File: config.mk
export PLATFORM = sky130hd
export DESIGN_NAME = mem_port_arbiter
export DESIGN_NICKNAME = d
export VERILOG_FILES = /design/src/rtl/mem_port_arbiter.sv
export SDC_FILE = /design/constraint.sdc
export NUM_CORES = 1
export LEC_CHECK = 0
export BUFFER_PORTS_ARGS = -buffer_cell sky130_fd_sc_hd__buf_2
export CORE_ASPECT_RATIO = 1.5
export CORE_MARGIN = 3
export CORE_UTILIZATION = 35
export CTS_CLUSTER_DIAMETER = 120
export CTS_CLUSTER_SIZE = 20
export DETAILED_ROUTE_END_ITERATION = 8
export PLACE_DENSITY = 0.79
export SYNTH_ARGS = -nofsm -noshare
export SYNTH_HDL_FRONTEND = slang
export SYNTH_SLANG_ARGS = --single-unit
export TNS_END_PERCENT = 30
File: constraint.sdc
create_clock -name clk_i -period 1.65 [get_ports clk_i]
set_input_delay 0.0825 -clock clk_i [delete_from_list [all_inputs] [get_ports clk_i]]
set_output_delay 0.0825 -clock clk_i [all_outputs]
set_load 0.05 [all_outputs]
File: src/rtl/mem_port_arbiter.sv
// Arbiter sharing a single-port 256x8 memory between instruction fetch and data access.
// Build option MEM_ARB_RR_EN: round-robin on contended slots instead of DM priority + starvation guard.
module mem_port_arbiter #(
  parameter int unsigned MEM_LAT    = 1,
  parameter int unsigned STARVE_MAX = 3
) (
  input  logic       clk_i,
  input  logic       reset_i,
  input  logic       if_req_i,
  input  logic [7:0] if_addr_i,
  output logic       if_gnt_o,
  output logic       if_rvalid_o,
  output logic [7:0] if_rdata_o,
  input  logic       dm_req_i,
  input  logic       dm_we_i,
  input  logic [7:0] dm_addr_i,
  input  logic [7:0] dm_wdata_i,
  output logic       dm_gnt_o,
  output logic       dm_rvalid_o,
  output logic [7:0] dm_rdata_o,
  output logic       mem_en_o,
  output logic       mem_we_o,
  output logic [7:0] mem_addr_o,
  output logic [7:0] mem_wdata_o,
  input  logic [7:0] mem_rdata_i,
  output logic       stall_f_o
);

  typedef enum logic [0:0] {StIdle, StRdWait} state_e;
  typedef enum logic {OwnIf, OwnDm} owner_e;

  localparam logic [1:0] CntInit = 2'(MEM_LAT - 1);

  state_e     state_q, state_d;
  logic [1:0] cnt_q, cnt_d;
  owner_e     owner_q, owner_d;

  logic slot_open, resp_valid;
  logic if_pri, if_win, dm_win;
  logic if_gnt, dm_gnt;

  assign slot_open  = (state_q == StIdle) || (cnt_q == 2'd0);
  assign resp_valid = (state_q == StRdWait) && (cnt_q == 2'd0);

`ifdef MEM_ARB_RR_EN
  owner_e last_q, last_d;

  // IF gets a contended slot only when DM won the previous grant.
  assign if_pri = (last_q == OwnDm);

  always_comb begin
    last_d = last_q;
    if (if_gnt) begin
      last_d = OwnIf;
    end else if (dm_gnt) begin
      last_d = OwnDm;
    end
  end

  always_ff @(posedge clk_i) begin
    if (reset_i) begin
      last_q <= OwnIf;
    end else begin
      last_q <= last_d;
    end
  end
`else
  localparam logic [3:0] StarveMax = 4'(STARVE_MAX);

  logic [3:0] starve_q, starve_d;

  assign if_pri = (starve_q == StarveMax);

  always_comb begin
    starve_d = 4'd0;
    if (if_req_i && !if_gnt) begin
      starve_d = (starve_q == StarveMax) ? starve_q : starve_q + 4'd1;
    end
  end

  always_ff @(posedge clk_i) begin
    if (reset_i) begin
      starve_q <= 4'd0;
    end else begin
      starve_q <= starve_d;
    end
  end
`endif

  // Grants are held off during reset so every output reads 0.
  always_comb begin
    if_win = if_req_i && (!dm_req_i || if_pri);
    dm_win = dm_req_i && !if_win;
    if_gnt = !reset_i && slot_open && if_win;
    dm_gnt = !reset_i && slot_open && dm_win;
  end

  always_comb begin
    if_gnt_o    = if_gnt;
    dm_gnt_o    = dm_gnt;
    mem_en_o    = if_gnt || dm_gnt;
    mem_we_o    = dm_gnt && dm_we_i;
    mem_addr_o  = 8'd0;
    mem_wdata_o = 8'd0;
    if (if_gnt) begin
      mem_addr_o = if_addr_i;
    end else if (dm_gnt) begin
      mem_addr_o  = dm_addr_i;
      mem_wdata_o = dm_wdata_i;
    end
    if_rvalid_o = !reset_i && resp_valid && (owner_q == OwnIf);
    dm_rvalid_o = !reset_i && resp_valid && (owner_q == OwnDm);
    if_rdata_o  = if_rvalid_o ? mem_rdata_i : 8'd0;
    dm_rdata_o  = dm_rvalid_o ? mem_rdata_i : 8'd0;
    stall_f_o   = !reset_i && if_req_i && !if_gnt;
  end

  always_comb begin
    state_d = StIdle;
    cnt_d   = 2'd0;
    owner_d = owner_q;
    if (if_gnt || (dm_gnt && !dm_we_i)) begin
      state_d = StRdWait;
      cnt_d   = CntInit;
      owner_d = if_gnt ? OwnIf : OwnDm;
    end else if ((state_q == StRdWait) && (cnt_q != 2'd0)) begin
      state_d = StRdWait;
      cnt_d   = cnt_q - 2'd1;
    end
  end

  always_ff @(posedge clk_i) begin
    if (reset_i) begin
      state_q <= StIdle;
      cnt_q   <= 2'd0;
      owner_q <= OwnIf;
    end else begin
      state_q <= state_d;
      cnt_q   <= cnt_d;
      owner_q <= owner_d;
    end
  end

endmodule
==> parameters.txt <==
Parameter                              Value

Status
  Result of the run ... complete, but fails checks
  Violated checks ... negative setup slack

Yosys
  Synth warn ... 0
  Prevailing post-synth register cell ... sky130_fd_sc_hd__dfxtp_1
  Syn Area/Cell ... 7.33 µm²
  EDFF count, synth ... 0
  Part of the Yosys area used for sequential elements ... 21.0%
  Fraction of synthesis flops using an asynchronous set or reset pin ... 0%
  Register bit total from synthesis ... 8
  Mapped Area ... 762 µm²
  Mapped Nets ... 143
  Gate Count Post-Synth ... around 100
  Post-synthesis cell type count ... 31

Global route
  Global-route wire length before repair ... 4480 µm
  Largest net degree at the start of global routing ... 16
  Vias in the first global route ... 1066
  Number of antenna violations at the first check in global routing ... 0
  Gr usage total ... 20.8%
  Overflow left after global routing ... 0

Placed design
  DP HPWL ... 2220 µm
  DP Area ... approximately 1300 µm²
  Buffers on Ports ... 75
  Routability Congestion ... 0.808

Detailed routing
  Routed wire length per instance ... 13.9 µm
  Routed wire length on met2 ... 1610 µm
  Routed via count ... ~1100
  Aggregate routed wire length ... 2880 µm
  Sum of met3 wire segment lengths after detailed routing ... 259 µm
  First-iteration detailed-routing DRC count ... 8
  Detailed-route wire length on metal 1 ... 983 µm
  Detail Route Antenna Nets ... 0
  Final routed DRC violation total ... 0
  Iteration count of the initial detailed-routing pass ... 4
  Via-to-Cell Ratio ... 5.31
  Highest routed layer ... met4

Flow run
  Maximum Capacitance Violations ... 0

Critical path
  Master of the slowest instance on the critical path ... sky130_fd_sc_hd__dfxtp_2
  WS Path Type ... reg2out
  CP max FO ... 4
  Depth of the worst register-to-register path ... 5
  Arr. time, crit path ... ~1600 ps
  Data required, critical path ... 1570 ps
  Startpoint type of the worst setup path ... register
  Type of destination of the critical path ... output port
  Cell chain of the critical path ... ha_4, nor3b_4, buf_4, o211ai_1, a21oi_2, buf_6
  Critical Path Max Stage Delay ... 350 ps

STA
  Minimum setup slack in the final design ... -43.9 ps
  Setup skew after layout ... approximately 3.6 ps
  Measured slew at the worst slew-check pin ... 495 ps
  Setup violation total in the final timing report ... 13
  Tightest slew margin relative to the limit ... 66.6%
  Hold Fails Final Rpt ... 0
  Maximum clock rate ... 0.590 GHz
  Post-route clock period utilization ... 103%
  Tmin final ... 1690 ps
  Count of final max-slew check failures ... 0
  Setup repair after global routing missed its margin ... true

Floorplan
  Number of placed I/O pins ... 76
  Floorplan die area ... between 2000 and 3000 µm²
  Starting density of the core ... 37.1%
  DIE WIDTH ... 44.1 µm
  Site row count ... 20
  Height of the die ... roughly 63 µm
  Core region area ... 2050 µm²

Cells and area
  Antenna diode count ... 0
  Leading cell types in the layout, fill and taps excluded ... sky130_fd_sc_hd__buf_2, sky130_fd_sc_hd__buf_4, sky130_fd_sc_hd__and2_1
  Relative area change from synthesis to final layout ... 90.8%
  Final design area excluding fillers ... 1450 µm²
  Leading cell type in the layout, fill and taps excluded ... sky130_fd_sc_hd__buf_2
  Post-layout utilization of the core ... between 70% and 80%
  FILL cells ... 161
  Share of final-layout standard cells stronger than drive strength 1 ... 63.8%
  Nets ... 226

CTS
  Clock latency of the later-clocked register in the worst-skew pair ... 250 ps
  CTS buffer count ... 3
  Clock Path Buffers ... 2
  CTS tree ... built
  Clock sink count ... 8
  Root buffer cell ... sky130_fd_sc_hd__clkbuf_4
  Maximum level of the CTS H-tree ... 1
  Worst-path clk slew ... 50 ps
  Number of buffers added to fix hold violations after cts ... 0

Pwr
  Power per standard cell area ... 456 nW/µm²
  Leak pwr ... 0.000731 µW
  Max rail drop VDD ... 326 µV

Hold path
  Min-Delay Path Class ... in2reg
  Number of cells traversed by the worst hold path ... 3
cells by family (layout without fill, tap and decap cells):
group / after synthesis / in the layout / share of synthesized area (%)
AND/OR/NAND/NOR: 55 / 56 / 45.0
AO/OA/AOI/OAI: 26 / 26 / 22.8
buffers and inverters: 12 / 92 / 6.73
flip-flops: 8 / 8 / 21.0
adder cells (fa/ha/maj): 2 / 2 / 3.28
XOR/XNOR: 1 / 1 / 1.15
registers in the layout, indices dropped and copies added (netlist names):
name and cells:
starve_q 4, cnt_q 2, owner_q 1, state_q 1
path summary, 6_finish.rpt:
| check | endpoint | from | slack (ps) |
|---|---|---|---|
| max | mem_addr_o[1] | starve_q[0]$_SDFFE_PP0N_ | -40 |
| min | state_q$_SDFF_PP0_ | dm_we_i | 170 |
| max reg2reg | starve_q[1]$_SDFFE_PP0N_ | cnt_q[0]$_SDFF_PP0_ | 280 |
| min reg2reg | cnt_q[0]$_SDFF_PP0_ | cnt_q[0]$_SDFF_PP0_ | 440 |
per-layer routing:
metal / track usage [%] / up-vias
li1: - / 538
met3: 3.71 / 4
met2: 38.7 / 62
met4: 7.92 / 0
met1: 21.7 / 495
met5: 0 / -
synthesized netlist by cell type, types with 2 or more instances:
library cell	number	area, µm²
sky130_fd_sc_hd__clkbuf_1	4	15.0
sky130_fd_sc_hd__inv_1	5	18.8
sky130_fd_sc_hd__nor3b_2	2	25.0
sky130_fd_sc_hd__nand2b_1	3	18.8
sky130_fd_sc_hd__nand4_1	2	12.5
sky130_fd_sc_hd__ha_1	2	25.0
sky130_fd_sc_hd__buf_2	2	10.0
sky130_fd_sc_hd__o21ai_0	2	10.0
sky130_fd_sc_hd__nor3_1	3	15.0
sky130_fd_sc_hd__nand3_1	9	45.0
sky130_fd_sc_hd__o211ai_1	8	60.1
sky130_fd_sc_hd__nor2_1	2	7.51
sky130_fd_sc_hd__and2_1	25	156
sky130_fd_sc_hd__a21oi_1	9	45.0
sky130_fd_sc_hd__nand2_1	3	11.3
sky130_fd_sc_hd__dfxtp_1	8	160
critical path: cells and delay by family, from the launching register on:
| kind | cells | cell delay (ps) |
|---|---|---|
| and+or+nand+nor | 1 | 250 |
| adders and majority gates | 1 | 150 |
| DFF | 1 | 350 |
| AOI/OAI and AO/OA | 2 | 260 |
| buffers and inverters | 2 | 350 |
per-stage QoR:
stage / setup slack [ps] / hold slack, ps / power [µW] / TNS [ps] / std cells
after CTS: -76.7 / 167 / 654 / -395 / 206
after detailed placement: 0.181 / 424 / 485 / 0 / 200
final: -43.9 / 170 / 662 / -317 / 207
after global routing: -173 / 177 / 701 / -2800 / 207
after floorplan: -163 / 228 / 397 / -1780 / 104
after global placement: 99.5 / 415 / 481 / 0 / 200
repair_timing:
item,in CTS,in global routing
endpoints found under the setup margin,29,35
pin swaps,7,9
cloned,0,1
endpoints found under the hold margin,0,0
resized for setup,37,16
buffers inserted,3,0
power by group:
part           leakage, µW  switching [µW]  total [µW]  internal, µW
combinational     0.000652             200         311           111
sequential       0.0000659            6.76         205           198
clock            0.0000138            63.6         147          83.0
cell type report:
cell class,count,area (µm²),share of cell area [%]
multi-input combinational,85,671,46.1
timing repair buffer,84,552,38.0
sequential,8,163,11.2
tap,22,27.5,1.89
clock buffer,3,22.5,1.55
inverter,5,18.8,1.29
Power figures use the tool's default switching activity.
